**src/rtl/run_controller.sv**
```systemverilog
// Run sequencer for a processor core: holds the core in reset, lets it run
// under a cycle budget, and reports completion or timeout until cleared.
module run_controller #(
    parameter int RST_CYCLES = 2,
    parameter int MAX_CYCLES = 300,
    parameter int CNT_W      = 16
) (
    input  logic             clk,
    input  logic             rst,
    input  logic             start,
    input  logic             halt,
    input  logic             clear,
    output logic             core_rst,
    output logic             running,
    output logic             done,
    output logic             timeout,
    output logic [CNT_W-1:0] cycle_count
);

    typedef enum logic [1:0] {
        IDLE  = 2'd0,
        RESET = 2'd1,
        RUN   = 2'd2,
        DONE  = 2'd3
    } state_t;

    localparam logic [7:0]       RST_LOAD   = 8'(RST_CYCLES);
    localparam logic [CNT_W-1:0] LAST_COUNT = CNT_W'(MAX_CYCLES - 1);

    state_t           state_reg, state_next;
    logic [7:0]       rst_cnt_reg, rst_cnt_next;
    logic [CNT_W-1:0] count_reg, count_next;
    logic             core_rst_reg, core_rst_next;
    logic             running_reg, running_next;
    logic             done_reg, done_next;
    logic             timeout_reg, timeout_next;

    always_ff @(posedge clk or posedge rst) begin
        if (rst) begin
            state_reg    <= IDLE;
            rst_cnt_reg  <= '0;
            count_reg    <= '0;
            core_rst_reg <= 1'b1;
            running_reg  <= 1'b0;
            done_reg     <= 1'b0;
            timeout_reg  <= 1'b0;
        end else begin
            state_reg    <= state_next;
            rst_cnt_reg  <= rst_cnt_next;
            count_reg    <= count_next;
            core_rst_reg <= core_rst_next;
            running_reg  <= running_next;
            done_reg     <= done_next;
            timeout_reg  <= timeout_next;
        end
    end

    always_comb begin
        state_next   = state_reg;
        rst_cnt_next = rst_cnt_reg;
        count_next   = count_reg;
        timeout_next = timeout_reg;

        case (state_reg)
            IDLE: begin
                if (start) begin
                    state_next   = RESET;
                    rst_cnt_next = RST_LOAD;
                end
            end
            RESET: begin
                // The loaded value counts the RESET cycles themselves, so leave on the last one.
                if (rst_cnt_reg <= 8'd1) begin
                    state_next   = RUN;
                    rst_cnt_next = '0;
                    count_next   = '0;
                end else begin
                    rst_cnt_next = rst_cnt_reg - 8'd1;
                end
            end
            RUN: begin
                // halt takes priority over budget exhaustion; the count never passes LAST_COUNT.
                if (halt) begin
                    state_next   = DONE;
                    timeout_next = 1'b0;
                end else if (count_reg == LAST_COUNT) begin
                    state_next   = DONE;
                    timeout_next = 1'b1;
                end else begin
                    count_next = count_reg + CNT_W'(1);
                end
            end
            DONE: begin
                if (clear) begin
                    state_next   = IDLE;
                    count_next   = '0;
                    timeout_next = 1'b0;
                end
            end
            default: begin
                state_next   = IDLE;
                count_next   = '0;
                timeout_next = 1'b0;
            end
        endcase

        // Status flags are registered from the next state so they change on the same edge.
        core_rst_next = (state_next != RUN);
        running_next  = (state_next == RUN);
        done_next     = (state_next == DONE);
    end

    assign core_rst    = core_rst_reg;
    assign running     = running_reg;
    assign done        = done_reg;
    assign timeout     = timeout_reg;
    assign cycle_count = count_reg;

endmodule
```
**config.mk**
```make
export PLATFORM = sky130hd
export DESIGN_NAME = run_controller
export DESIGN_NICKNAME = d
export VERILOG_FILES = /design/src/rtl/run_controller.sv
export SDC_FILE = /design/constraint.sdc
export NUM_CORES = 1
export LEC_CHECK = 0
export ABC_AREA = 0
export BUFFER_PORTS_ARGS = -buffer_cell sky130_fd_sc_hd__buf_2
export CAP_MARGIN = 15
export CORE_ASPECT_RATIO = 0.75
export CORE_MARGIN = 2
export CORE_UTILIZATION = 50
export CTS_CLUSTER_SIZE = 24
export DETAILED_ROUTE_END_ITERATION = 7
export HOLD_SLACK_MARGIN = 0.05
export MAX_ROUTING_LAYER = met4
export PLACE_DENSITY = 0.72
export RECOVER_POWER = 25
export SYNTH_ARGS = -nofsm -noshare
export SYNTH_HDL_FRONTEND = slang
export SYNTH_SLANG_ARGS = --single-unit
```
**constraint.sdc**
```tcl
create_clock -name clk -period 2.9 [get_ports clk]
set_clock_uncertainty 0.15 [all_clocks]
set_input_delay 0.58 -clock clk [delete_from_list [all_inputs] [get_ports clk]]
set_output_delay 0.58 -clock clk [all_outputs]
set_load 0.03 [all_outputs]
```
==> results of run 1 <==
## synth_stat cells, types with 3 or more instances
| master | instances | area [um2] |
|---|---|---|
| o21ai_0 | 15 | 75.07 |
| and2_1 | 3 | 18.77 |
| o211ai_1 | 3 | 22.52 |
| nand2b_1 | 5 | 31.28 |
| and3_1 | 3 | 18.77 |
| nor4_1 | 3 | 18.77 |
| dfrtp_1 | 29 | 725.7 |
| nand3_1 | 7 | 35.03 |
| nand2_1 | 24 | 90.09 |
| or4_1 | 5 | 37.54 |
| nor2b_1 | 3 | 18.77 |
| a21oi_1 | 9 | 45.04 |
| o31ai_1 | 5 | 37.54 |
| ha_1 | 3 | 37.54 |
| inv_1 | 8 | 30.03 |
| or3_1 | 7 | 43.79 |
| clkbuf_1 | 4 | 15.01 |
| nor2_1 | 12 | 45.04 |
| nand4_1 | 4 | 25.02 |
## metrics by stage
stage	instance area, um2	total power (W)	util [%]
finish	1873	0.001489	61.58
CTS	1877	0.001490	61.70
detailed placement	1797	0.001167	59.07
global route	1873	0.001598	61.58
floorplan	1638	0.001035	-
global placement	1797	0.001138	59.07
## how the worst max path moves through the flow
stage | endpoint | slack, ps | start
5_1_grt | cycle_count[14] | 70 | cycle_count[0]
2_1_floorplan | cycle_count[2] | 580 | cycle_count[0]
3_5_place_dp | cycle_count[5] | 220 | rst_cnt_reg[3]
3_3_place_gp | cycle_count[5] | 300 | rst_cnt_reg[3]
6_report | cycle_count[5] | 200 | rst_cnt_reg[3]
4_1_cts | cycle_count[5] | 190 | rst_cnt_reg[3]
## cells by family after synthesis
family,Yosys count,share of synthesized area (%)
xor+xnor,3,1.605
fa+ha+maj,3,2.292
buf+inv,14,3.743
flops,30,45.91
simple gates,85,28.65
compound gates,45,17.80
## layer usage
layer	vias to the layer above	track usage, %	routed length [um]
met4	0	10.26	68
met3	8	5.805	203
met2	51	35.24	1637
li1	717	-	-
met5	-	-	0
met1	701	31.04	1898
## report_power, final
part	switching [W]	total [W]	internal (W)
clock network	0.000150	0.000320	0.000170
registers	0.0000784	0.000570	0.000492
logic	0.000379	0.000599	0.000221
total	0.000607	0.00149	0.000883
## cell type report
| cell class | instances | share of cell area [%] |
|---|---|---|
| Clock buffer | 8 | 4.275 |
| Inverter | 8 | 1.603 |
| Multi-Input combinational cell | 136 | 44.02 |
| Sequential cell | 30 | 40.15 |
| Tap cell | 38 | 2.538 |
| Timing Repair Buffer | 27 | 7.415 |
==> results.toml, run 1 <==
[job]
drv_cap = 1

[placed_design]
port_buffers = 24
gp_congestion = 0.8337
dpl.hpwl_um = 2763
dp_worst_setup_slack_ps = 217.1
place_inst = 239

[global_routing]
grt_pass1_wl_um = 6479
track_usage_pct = 23.58
grt_max_degree = 31
antenna_found_initial = 0
grt_pass1_vias = 1337
overflow = 0

[finish]
nets = 216
final_cell_mix = "dfrtp_1 (29), nand2_1 (24), buf_2 (24)"
multi_input_area_um2 = 824.5
antenna_cells = 0
largest_register_ffs = 16
final_common_cell = "dfrtp_1"
regArea_um2 = 752.0
drive_gt1_share_pct = 18.18
syn_to_final_growth_pct = 14.36
n_fill_cell = 275
fin_cells = 247

[setup_path]
rr_worst_depth = 6
path_cells = "or4_4, nor4b_4, o22ai_2, buf_4, or4_1, nand2_1"
reg2reg_slack_ps = 200
cp_top_family = "simple AND/OR/NAND/NOR gates"
start_kind = "flip-flop"
critPathMaxFanout = 22
crit_path_end_kind = "flip-flop"
timing.critical_path.required_ps = 2970
reg2reg_from = "rst_cnt_reg[3]"
cp_slowest_cell = "or4_4"
cp.depth = 6
r2r_end = "cycle_count[5]"
cp.arrival_ps = 2770
criticalPathCategory = "reg2reg"
crit_buf_inv = 1
max_stage_delay_ps = 580

[synth]
avgSynthCellArea_um2 = 9.099
synth_fp_nets = 188
ys_async_sr_fraction_pct = 100.0
synth-seq-cells = 30
yosysSeqAreaShare_pct = 45.91
synth_cell_types = 40
synthCells = 180
netlist_area_um2 = 1638
synth_edf_count = 0
yosys_warnings = 0
synthFlopType = "dfrtp_1"

[clocking]
cts_buffer_depth = 2
cts-buffers-inserted = 5
cts_hold_buf = 0
clkLatencyLatePin_ps = 280
h-tree-depth = 2
root_buffer = "clkbuf_8"
postCtsResizedCells = 0
clock-sinks = 30
cts_tree = "done"
clk_pin_slew_ps = 60
post_cts_buffers = 0

[pwr]
p_leak_nw = 0.8670
power-per-cell-area_nw_per_um2 = 795.1
irDropWorstVdd_v = 0.0003653

[min_path]
hp-start = "rst_cnt_reg[6]"
hold_depth = 1
hold_class = "reg2reg"
min_to = "rst_cnt_reg[6]"

[timing]
finalHoldViolations = 0
worst_pin_slew_ps = 1596
drv_slew = 31
fmax_mhz = 370.3
max_slew_margin_pct = -6.386
period_share_pct = 93.13
final.setup.tns_ps = 0
setup_ws_ps = 199.3
period_minus_slack_ps = 2701
holdWs_ps = 350.2
rsz0062_at_grt = "false"
setup_violations = 0

[detailed_routing]
drc = 0
dr_total_vias = 1477
drtPass1Iterations = 5
wl_um = 3807
viasPerCell = 5.980
ant_nets = 0
avgRoutedWirePerCell_um = 15.41
drtIter0Drc = 112

[floorplanning]
die_width_um = 70.09
start_util_pct = 53.85
core-area_um2 = 3042
ioPinCount = 25
die-area_um2 = 3754
die_y_um = 53.57
rows = 17

[status]
violations = "capacitance limit, slew limit"
status = "finished with violations"
(Power assumes the default switching activity.)
==> run 2, diff against run 1 <==
Settings changed: CTS_BUF_LIST set to sky130_fd_sc_hd__clkbuf_4.
==> results.toml, run 2 (synthesis gave the netlist of run 1 again) <==
[status]
status = "finished with violations"
violations = "capacitance limit, slew limit"

[floorplanning]
die_y_um = 53.57
core-area_um2 = 3042
die_width_um = 70.09
rows = 17
start_util_pct = 53.85
die-area_um2 = 3754
ioPinCount = 25

[clocking]
cts_tree = "done"
postCtsResizedCells = 0
h-tree-depth = 2
clock-sinks = 30
cts_buffer_depth = 2
clk_pin_slew_ps = 90
post_cts_buffers = 0
cts-buffers-inserted = 5
root_buffer = "clkbuf_4"
clkLatencyLatePin_ps = 320
cts_hold_buf = 0

[pwr]
clkPwrFrac_pct = 18.4
p_seq_share_pct = 39.8
combPwrFrac_pct = 41.7
power-per-cell-area_nw_per_um2 = 771.5
p_sw_share_pct = 41.52
p_leak_nw = 0.8643
internal-power_w = 0.0008360
p_sw_w = 0.0005936
irDropWorstVdd_v = 0.0004847

[setup_path]
start_kind = "flip-flop"
criticalPathCategory = "reg2reg"
crit_path_end_kind = "flip-flop"
rr_worst_depth = 6
timing.critical_path.required_ps = 3010
critPathMaxFanout = 22
cp.arrival_ps = 2830
reg2reg_slack_ps = 190

[timing]
fmax_mhz = 368.9
drv_slew = 31
holdWs_ps = 355.1
finalHoldViolations = 0
max_slew_margin_pct = -6.944
period_share_pct = 93.48
worst_pin_slew_ps = 1604
setup_ws_ps = 189.2
rsz0062_at_grt = "false"
period_minus_slack_ps = 2711
setup_violations = 0
final.setup.tns_ps = 0

[placed_design]
gp_congestion = 0.8337
dpl.hpwl_um = 2763
port_buffers = 24
place_inst = 239
dp_worst_setup_slack_ps = 217.1

[detailed_routing]
ant_nets = 0
dr_total_vias = 1465
drtPass1Iterations = 4
drtIter0Drc = 109
avgRoutedWirePerCell_um = 15.13
wl_um = 3738
drc = 0
viasPerCell = 5.931

[global_routing]
grt_pass1_vias = 1338
track_usage_pct = 23.19
grt_max_degree = 31
antenna_found_initial = 0
grt_pass1_wl_um = 6451
overflow = 0

[finish]
largest_register_ffs = 16
fin_cells = 247
fin_util_pct = 60.92
antenna_cells = 0
syn_to_final_growth_pct = 13.14
drive_gt1_share_pct = 19.62
final_common_cell = "dfrtp_1"
n_fill_cell = 279
nets = 216
final_cell_mix = "dfrtp_1 (29), nand2_1 (24), buf_2 (24)"

[min_path]
hold_depth = 1
hold_class = "reg2reg"

[job]
drv_cap = 1
-- run 2: area by class of cell --
type / count / area, um2 / share of cell area (%)
inverters: 8 / 30.03 / 1.621
repair buffers: 27 / 138.9 / 7.495
clock buffers: 8 / 60.06 / 3.241
multi-input cells: 136 / 824.5 / 44.50
flip-flops and latches: 30 / 752.0 / 40.58
well taps: 38 / 47.55 / 2.566
-- run 2: final timing paths --
path / start / end
max: rst_cnt_reg[3] / cycle_count[5]
min: rst_cnt_reg[6] / rst_cnt_reg[6]
max reg2reg: rst_cnt_reg[3] / cycle_count[5]
min reg2reg: rst_cnt_reg[6] / rst_cnt_reg[6]
max in group asynchronous: rst / state_reg[0]
min in group asynchronous: rst / cycle_count[12]
-- run 2: critical path, stage by stage, from the launching register on --
cell,delay [ps]
dfrtp_1,450
or4_4,590
nor4b_4,330
o22ai_2,320
buf_4,270
or4_1,460
nand2_1,90
-- run 2: power by group through the flow --
stage / clock network [W] / logic, W / registers (W)
floorplan: 0 / 0.000454 / 0.000581
global placement: 0 / 0.000567 / 0.000571
detailed placement: 0 / 0.000591 / 0.000576
CTS: 0.000267 / 0.000593 / 0.000569
global route: 0.000285 / 0.000670 / 0.000585
finish: 0.000263 / 0.000597 / 0.000570
-- run 2: per-layer routing --
layer	GRT usage, %	share of wire [%]	vias up
li1	-	-	709
met1	30.92	49	702
met2	35.40	44	49
met3	5.805	6.0	5
met4	7.372	1.0	0
met5	-	0	-
-- run 2: through the flow --
stage	total power, W	cell area (um2)
CTS	0.001429	1857
global placement	0.001138	1797
detailed placement	0.001167	1797
finish	0.001430	1853
floorplan	0.001035	1638
global route	0.001539	1853
==> run 3, diff against run 2 <==
Clock period 2.9 ns to 3.3 ns, I/O delays scaled along.
==> results.toml, run 3 (synthesis gave the netlist of run 1 again) <==
[placed_design]
place_area_um2 = 1782
port_buffers = 24
dpl.hpwl_um = 2624
gp_congestion = 0.8491

[finish]
regArea_um2 = 752.0
final_cell_mix = "dfrtp_1 (29), nand2_1 (24), buf_2 (24)"
syn_to_final_growth_pct = 11.84
final_common_cell = "dfrtp_1"
largest_register_ffs = 16
antenna_cells = 0
drive_gt1_share_pct = 18.36
n_fill_cell = 269
final_area_um2 = 1832
multi_input_area_um2 = 824.5
nets = 214

[detailed_routing]
drtIter0Drc = 98
avgRoutedWirePerCell_um = 14.87
dr_total_vias = 1484
ant_nets = 0
drtPass1Iterations = 4
viasPerCell = 6.057
drc = 0
wl_um = 3643

[job]
drv_cap = 1

[clocking]
clk_pin_slew_ps = 90
postCtsResizedCells = 0
h-tree-depth = 2
clock-sinks = 30
post_cts_buffers = 0
cts-buffers-inserted = 5
cts_buffer_depth = 2
cts_tree = "done"
cts_hold_buf = 0
root_buffer = "clkbuf_4"
clkLatencyLatePin_ps = 320

[floorplanning]
die_width_um = 70.09
rows = 17
start_util_pct = 53.85
die_y_um = 53.57
ioPinCount = 25
die-area_um2 = 3754
core-area_um2 = 3042

[timing]
max_slew_margin_pct = -8.017
final.setup.tns_ps = 0
holdWs_ps = 363.7
finalHoldViolations = 0
fmax_mhz = 358.1
setup_violations = 0
drv_slew = 31
period_share_pct = 84.63
worst_pin_slew_ps = 1620
period_minus_slack_ps = 2793
rsz0062_at_grt = "false"

[pwr]
irDropWorstVdd_v = 0.0003449
p_leak_nw = 0.8513
power-per-cell-area_nw_per_um2 = 658.2
power_w = 0.001206

[status]
violations = "capacitance limit, slew limit"
status = "finished with violations"

[global_routing]
overflow = 0
grt_pass1_wl_um = 6141
antenna_found_initial = 0
grt_max_degree = 32
grt_pass1_vias = 1360
track_usage_pct = 22.20

[setup_path]
path_cells = "or4_4, nor4b_4, o22ai_2, or4_1, a21oi_1"
critPathMaxFanout = 31
crit_buf_inv = 0
start_kind = "flip-flop"
cp_slowest_cell = "or4_1"
max_stage_delay_ps = 610
timing.critical_path.required_ps = 3390
crit_path_end_kind = "flip-flop"
cp_top_family = "simple AND/OR/NAND/NOR gates"
criticalPathCategory = "reg2reg"
cp.arrival_ps = 2880

[min_path]
hold_class = "reg2reg"
-- run 3: cell types whose count changed in the layout (fill, tap and decap cells not counted), sizes merged --
cell    previous run  this run
buf               26        24
clkbuf             9         7
clkinv             0         2
-- run 3: routing by layer --
metal | wire, um | track usage (%) | vias up
met2 | 1673 | 34.76 | 55
li1 | - | - | 712
met5 | 0 | - | -
met3 | 241 | 5.431 | 7
met4 | 31 | 7.051 | 0
met1 | 1696 | 29.08 | 710
-- run 3: per-stage QoR --
stage               setup WS [ps]  std cells  util, %
floorplan                   985.0        180        -
global placement            690.8        237    58.58
detailed placement          538.7        237    58.58
CTS                         501.0        245    60.35
global route                393.4        245    60.22
finish                      507.3        245    60.22
-- run 3: report_power, final --
part	switching, W	leakage [nW]	total (W)	internal, W
logic	0.000323	0.417	0.000497	0.000174
clock network	0.000122	0.0331	0.000210	0.0000881
registers	0.0000678	0.402	0.000499	0.000432
total	0.000512	0.851	0.00121	0.000693
-- run 3: cell type report --
| class | instances | share of cell area [%] |
|---|---|---|
| Clock buffer | 6 | 2.459 |
| Clock inverter | 2 | 0.4781 |
| Inverter | 8 | 1.639 |
| Multi-Input combinational cell | 136 | 45.01 |
| Sequential cell | 30 | 41.05 |
| Tap cell | 38 | 2.596 |
| Timing Repair Buffer | 25 | 6.762 |
-- run 3: final timing paths --
path,from,endpoint,slack [ps],depth (start not counted)
max in group asynchronous,rst,cycle_count[2],1320,3
hold / removal,rst_cnt_reg[6],rst_cnt_reg[6],360,1
min in group asynchronous,rst,cycle_count[9],730,3
setup reg to reg,rst_cnt_reg[3],cycle_count[13],510,5
hold reg to reg,rst_cnt_reg[6],rst_cnt_reg[6],360,1
setup / recovery,rst_cnt_reg[3],cycle_count[13],510,5
-- run 3: worst reg2reg max path: stages, from the launching register on --
cell	delay [ps]
dfrtp_1	450
or4_4	590
nor4b_4	350
o22ai_2	390
or4_1	620
a21oi_1	180
